[config.mk]
export PLATFORM = sky130hd
export DESIGN_NAME = led_activity_driver_flat
export DESIGN_NICKNAME = d
export VERILOG_FILES = /design/src/rtl/led_activity_driver_if.sv /design/src/rtl/led_activity_driver.sv /design/src/flat_wrapper.sv
export SDC_FILE = /design/constraint.sdc
export NUM_CORES = 1
export LEC_CHECK = 0
export CORE_ASPECT_RATIO = 0.7
export CORE_MARGIN = 10
export CORE_UTILIZATION = 60
export DETAILED_ROUTE_END_ITERATION = 12
export PLACE_DENSITY_LB_ADDON = 0.2
export SETUP_SLACK_MARGIN = 0.3
export SLEW_MARGIN = 15
export SYNTH_ARGS = -nofsm -noshare
export SYNTH_HDL_FRONTEND = slang
export SYNTH_SLANG_ARGS = --single-unit
[constraint.sdc]
create_clock -name clk -period 5.7 [get_ports clk]
set_input_delay 0.57 -clock clk [delete_from_list [all_inputs] [get_ports clk]]
set_output_delay 0.57 -clock clk [all_outputs]
set_load 0.01 [all_outputs]
[src/rtl/led_activity_driver_if.sv]
// Bundles the indicator-side inputs and LED-pin outputs of led_activity_driver.
// The master modport belongs to the upstream indicator and board side.
// The slave modport belongs to the driver itself.
interface led_activity_driver_if #(
  parameter int N = 8
);
  logic [N-1:0] led_in;
  logic [N-1:0] blink_en;
  logic [3:0]   brightness;
  logic [N-1:0] led_lit;
  logic [N-1:0] led_out;
  logic         tick;

  modport master (
    output led_in, blink_en, brightness,
    input  led_lit, led_out, tick
  );

  modport slave (
    input  led_in, blink_en, brightness,
    output led_lit, led_out, tick
  );
endinterface

[src/rtl/led_activity_driver.sv]
// Stretches short activity pulses to a visible on-time, then applies blink and global PWM brightness.
// Latency: led_in sampled at edge n shows on led_lit and led_out after edge n+2.
// Backpressure: none; every input is accepted on every cycle.
module led_activity_driver #(
  parameter int N        = 8,
  parameter int PRESCALE = 28000,
  parameter int HOLD     = 50,
  parameter int BLINK    = 250,
  parameter bit INV      = 1'b0
) (
  input  logic                  clk,
  input  logic                  rst,
  led_activity_driver_if.slave  bus
);

  localparam int PW = $clog2(PRESCALE);
  localparam int BW = (BLINK > 1) ? $clog2(BLINK) : 1;
  localparam logic [PW-1:0] PRE_MAX   = PW'(PRESCALE - 1);
  localparam logic [BW-1:0] BLINK_MAX = BW'(BLINK - 1);
  localparam logic [7:0]    HOLD_INIT = 8'(HOLD);

  typedef enum logic [1:0] {
    S_IDLE   = 2'd0,
    S_ACTIVE = 2'd1,
    S_HOLD   = 2'd2
  } state_e;

  logic [N-1:0]  in_q, in_d;
  logic [PW-1:0] pre_cnt_q, pre_cnt_d;
  logic          tick_q, tick_d;
  logic [3:0]    pwm_cnt_q, pwm_cnt_d;
  logic [BW-1:0] blink_cnt_q, blink_cnt_d;
  logic          phase_q, phase_d;
  state_e        state_q [N];
  state_e        state_d [N];
  logic [7:0]    hold_cnt_q [N];
  logic [7:0]    hold_cnt_d [N];
  logic [N-1:0]  lit;
  logic [N-1:0]  led_lit_q, led_lit_d;
  logic [N-1:0]  led_out_q, led_out_d;
  logic          duty_on;

  // Time base: input capture, tick prescaler, free-running PWM counter and blink phase
  always_comb begin
    in_d        = bus.led_in;
    tick_d      = (pre_cnt_q == PRE_MAX);
    pre_cnt_d   = tick_d ? '0 : pre_cnt_q + PW'(1);
    pwm_cnt_d   = pwm_cnt_q + 4'd1;
    blink_cnt_d = blink_cnt_q;
    phase_d     = phase_q;
    if (tick_q) begin
      if (blink_cnt_q == BLINK_MAX) begin
        blink_cnt_d = '0;
        phase_d     = ~phase_q;
      end else begin
        blink_cnt_d = blink_cnt_q + BW'(1);
      end
    end
  end

  // Per-channel pulse stretcher; a fresh input pulse always beats hold expiry
  always_comb begin
    for (int i = 0; i < N; i++) begin
      state_d[i]    = state_q[i];
      hold_cnt_d[i] = hold_cnt_q[i];
      lit[i]        = (state_q[i] != S_IDLE);
      case (state_q[i])
        S_IDLE: begin
          if (in_q[i]) state_d[i] = S_ACTIVE;
        end
        S_ACTIVE: begin
          if (!in_q[i]) begin
            state_d[i]    = S_HOLD;
            hold_cnt_d[i] = HOLD_INIT;
          end
        end
        S_HOLD: begin
          if (in_q[i]) begin
            state_d[i] = S_ACTIVE;
          end else if (tick_q) begin
            hold_cnt_d[i] = hold_cnt_q[i] - 8'd1;
            if (hold_cnt_q[i] == 8'd1) state_d[i] = S_IDLE;
          end
        end
        default: state_d[i] = S_IDLE;
      endcase
    end
  end

  // Output stage: blink masks lit channels during the dark phase, then PWM and polarity
  always_comb begin
    duty_on   = (bus.brightness == 4'd15) || (pwm_cnt_q < bus.brightness);
    led_lit_d = lit;
    for (int i = 0; i < N; i++) begin
      led_out_d[i] = (lit[i] & (~bus.blink_en[i] | phase_q) & duty_on) ^ INV;
    end
  end

  // State registers; reset drops every channel to IDLE and the pins to their dark level at once
  always_ff @(posedge clk or posedge rst) begin
    if (rst) begin
      in_q        <= '0;
      pre_cnt_q   <= '0;
      tick_q      <= 1'b0;
      pwm_cnt_q   <= '0;
      blink_cnt_q <= '0;
      phase_q     <= 1'b1;
      led_lit_q   <= '0;
      led_out_q   <= {N{INV}};
      for (int i = 0; i < N; i++) begin
        state_q[i]    <= S_IDLE;
        hold_cnt_q[i] <= '0;
      end
    end else begin
      in_q        <= in_d;
      pre_cnt_q   <= pre_cnt_d;
      tick_q      <= tick_d;
      pwm_cnt_q   <= pwm_cnt_d;
      blink_cnt_q <= blink_cnt_d;
      phase_q     <= phase_d;
      led_lit_q   <= led_lit_d;
      led_out_q   <= led_out_d;
      for (int i = 0; i < N; i++) begin
        state_q[i]    <= state_d[i];
        hold_cnt_q[i] <= hold_cnt_d[i];
      end
    end
  end

  assign bus.led_lit = led_lit_q;
  assign bus.led_out = led_out_q;
  assign bus.tick    = tick_q;

endmodule

[src/flat_wrapper.sv]
// flat-port wrapper written by rule: the top's interface ports become plain ports
module led_activity_driver_flat 
#(
  parameter int N        = 8,
  parameter int PRESCALE = 28000,
  parameter int HOLD     = 50,
  parameter int BLINK    = 250,
  parameter bit INV      = 1'b0
)
  (clk, rst, bus_led_in, bus_blink_en, bus_brightness, bus_led_lit, bus_led_out, bus_tick);
  led_activity_driver_if #(.N(N)) bus_i ();
  input  logic clk;
  input  logic rst;
  input wire logic [$bits(bus_i.led_in)-1:0] bus_led_in;
  input wire logic [$bits(bus_i.blink_en)-1:0] bus_blink_en;
  input wire logic [$bits(bus_i.brightness)-1:0] bus_brightness;
  output wire logic [$bits(bus_i.led_lit)-1:0] bus_led_lit;
  output wire logic [$bits(bus_i.led_out)-1:0] bus_led_out;
  output wire logic [$bits(bus_i.tick)-1:0] bus_tick;
  assign bus_i.led_in = bus_led_in;
  assign bus_i.blink_en = bus_blink_en;
  assign bus_i.brightness = bus_brightness;
  assign bus_led_lit = bus_i.led_lit;
  assign bus_led_out = bus_i.led_out;
  assign bus_tick = bus_i.tick;
  led_activity_driver #(.N(N), .PRESCALE(PRESCALE), .HOLD(HOLD), .BLINK(BLINK), .INV(INV)) u_core (.clk(clk), .rst(rst), .bus(bus_i));
endmodule
==> metrics.csv <==
metric;value;unit
Synth cell types;55;
number of setup buffers added after CTS;0;
clock root buffer;clkbuf_16;
clock-pin slew on the worst setup and hold paths;0.05;ns
area of the mapped netlist;6590;um2
compound-cell area share of the yosys netlist;0.123;
Ys Warns;0;
worst skew pair latency;0.41;ns
via count;4896;
crit path max fanout;48;
Max Buffers Root-to-Sink;2;
post-CTS sizing;0;
Pre-antenna DRT Iters;4;
Ports;39;
I/O Buffers;38;
crit start category;flop;
RSZ-0062 raised after global routing;no;
register area share after synthesis;0.506;
final WL;13700;um
Post-Syn Area per Cell;10.2;um2
Simple-Gate Fraction of Synth Area;0.207;
share of synthesized registers carrying an async set or reset;1.00;
post-route clock period utilization;0.422;
worst setup path class;reg -> out;
layout cells sized above 1;0.0747;
initial cell density of the core;0.627;
Detailed Place HPWL;9250;um
largest family of logic cells by synthesized area;simple AND/OR/NAND/NOR gates;
Leakage;3.23;nW
Antenna Nets Post-Route;0;
largest net degree at the start of global routing;81;
# Max-Cap Violations;0;
Antenna diodes;0;
most frequent cells in the layout;132 x dfrtp_1, 72 x nor2_1, 38 x a21oi_1, 38 x clkdlybuf4s50_1, 37 x nand2_1;
worst endpoint required time;5.13;ns
area leader, netlist;dfrtp_1;
minimum clock period after layout;2.40;ns
#FFs+latches synth;133;
final clock skew;0.00941;ns
setup_tns;0;ns
TritonCTS Buffers;17;
post-synthesis mux area share;0.0110;
Nets;728;
Worst Hold Class;reg -> reg;
CTS tree;done;
grt met3 use;0.0504;
htree depth;4;
die area;15600;um2
number of antenna violations at the first check in global routing;0;
DR iter-0 viols;323;
top cell type's share of synthesized area;0.502;
Finished Cell Area;7640;um2
Die W;145;um
Setup crit end kind;output port;
DRC errors left;0;
Peak VDD IR;0.000224;V
final hold violation count;0;
GP Congestion;0.860;
WL/cell;16.2;um
crit path DAT;1.83;ns
worst-margin pin slew;0.987;ns
Area Growth Syn to Fin;16.0;%
met1 Use GR;0.242;
clock sinks;133;
Slew headroom;0.342;
Final setup viols;0;
Setup WS pre-CTS;3.20;ns
Mapped Cells;645;
GR peak layer;met2;
outcome;finished, final reports clean;
vias in the first global route;4808;
Hold WS;0.477;ns
met2 Use GR;0.282;
max-slew violations;0;
vias per std cell;5.80;
core area;10500;um2
Post-synth EDFFs;0;
synthesized net count;690;
Synth Area in Adders;0.0437;
fin worst setup slack;3.30;ns
cell row count;31;
GRT Total Usage;0.181;
pwr dens;300;nW/um2
Placed Instance Area;7080;um2
Synth Flop Type;dfrtp_1;
most common cell after layout, fill and taps aside;dfrtp_1;
hold_buf cts;0;
Synth area leaders;dfrtp_1 50%, xnor2_1 4.5%, ha_1 4.4%, nor2_1 4.1%, xor2_1 3.1%;
first-pass GRT wire length;23500;um
GRT Residual Overflow;0;
Max Freq;416;MHz
XOR/XNOR share of the synthesized area;0.0758;
die height;108;um
## worst max-delay path, cell delays in order, from the launching register on
cell	delay [ns]
dfrtp_1	0.33
buf_4	0.44
clkdlybuf4s50_1	0.64
## worst paths after layout
check / from / end / slack (ns) / cells after the start
min reg2reg: u_core.pre_cnt_q[0] / u_core.pre_cnt_q[0] / 0.48 / 1
min: u_core.pre_cnt_q[0] / u_core.pre_cnt_q[0] / 0.48 / 1
min in group asynchronous: rst / u_core.hold_cnt_q[23] / 0.72 / 2
max reg2reg: u_core.bus.tick / u_core.hold_cnt_q[28] / 3.60 / 5
max: u_core.bus.tick / bus_tick / 3.30 / 2
max in group asynchronous: rst / u_core.blink_cnt_q[6] / 3.78 / 3
## metal layers
| metal | vias to the layer above | part of all wire |
|---|---|---|
| li1 | 2342 | - |
| met1 | 2420 | 0.49 |
| met2 | 112 | 0.45 |
| met3 | 22 | 0.041 |
| met4 | 0 | 0.015 |
| met5 | - | 0 |
## cell type report
cell class	count	area, um2
Clock buffer	27	483
Clock inverter	5	75.1
Fill cell	743	2870
Inverter	35	134
Multi-Input combinational cell	456	3040
Sequential cell	133	3330
Tap cell	148	185
Timing Repair Buffer	40	395
## Yosys cell counts (all sizes together), types with 2 or more instances
cell and count:
nand4 10, o32ai 2, a31oi 2, and3 2
mux2i 5, clkbuf 10, a21oi 38, nor2 72
nor3 8, nand3b 7, inv 35, a2111oi 8
a21boi 7, xnor2 34, o41ai 2, nand4b 4
xor2 23, nand2b 24, nor3b 6, or3 13
or2 7, nor4b 3, ha 23, o211ai 2
a211oi 12, o21ai 20, nand3 30, nor2b 3
nor4 10, o22a 4, mux2 2, o22ai 6
buf 11, dfrtp 132, or4 9, nand2 37
nor4bb 3, a21o 4, o31ai 6
## cell families (layout without fill, tap and decap cells)
kind of cell    count (synthesis)  after routing
mux                             7              7
simple gates                  252            252
buf+inv                        56            107
compound gates                117            117
flops                         133            133
fa+ha+maj                      23             23
xor+xnor                       57             57
## through the flow
| stage | std cells | power [mW] | utilization |
|---|---|---|---|
| 2_1_floorplan | 645 | 1.19 | - |
| 6_report | 844 | 2.29 | 0.727 |
| 3_5_place_dp | 812 | 1.27 | 0.673 |
| 4_1_cts | 844 | 2.31 | 0.727 |
| 5_1_grt | 844 | 2.38 | 0.727 |
| 3_3_place_gp | 812 | 1.26 | 0.673 |
## report_power, final
part	internal [mW]	switching (mW)	leakage, nW
clock network	0.665	0.371	0.273
logic	0.0930	0.104	1.32
registers	0.995	0.0628	1.64
## registers in the layout, indices dropped and copies added, names as in the netlist
register / cells
u_core.state_q: 16
u_core.bus.led_out: 8
u_core.pre_cnt_q: 15
u_core.hold_cnt_q: 64
u_core.in_q: 8
u_core.bus.led_lit: 8
u_core.blink_cnt_q: 8
u_core.pwm_cnt_q: 4
u_core.bus.tick: 1
u_core.phase_q: 1
(Power assumes the default switching activity.)
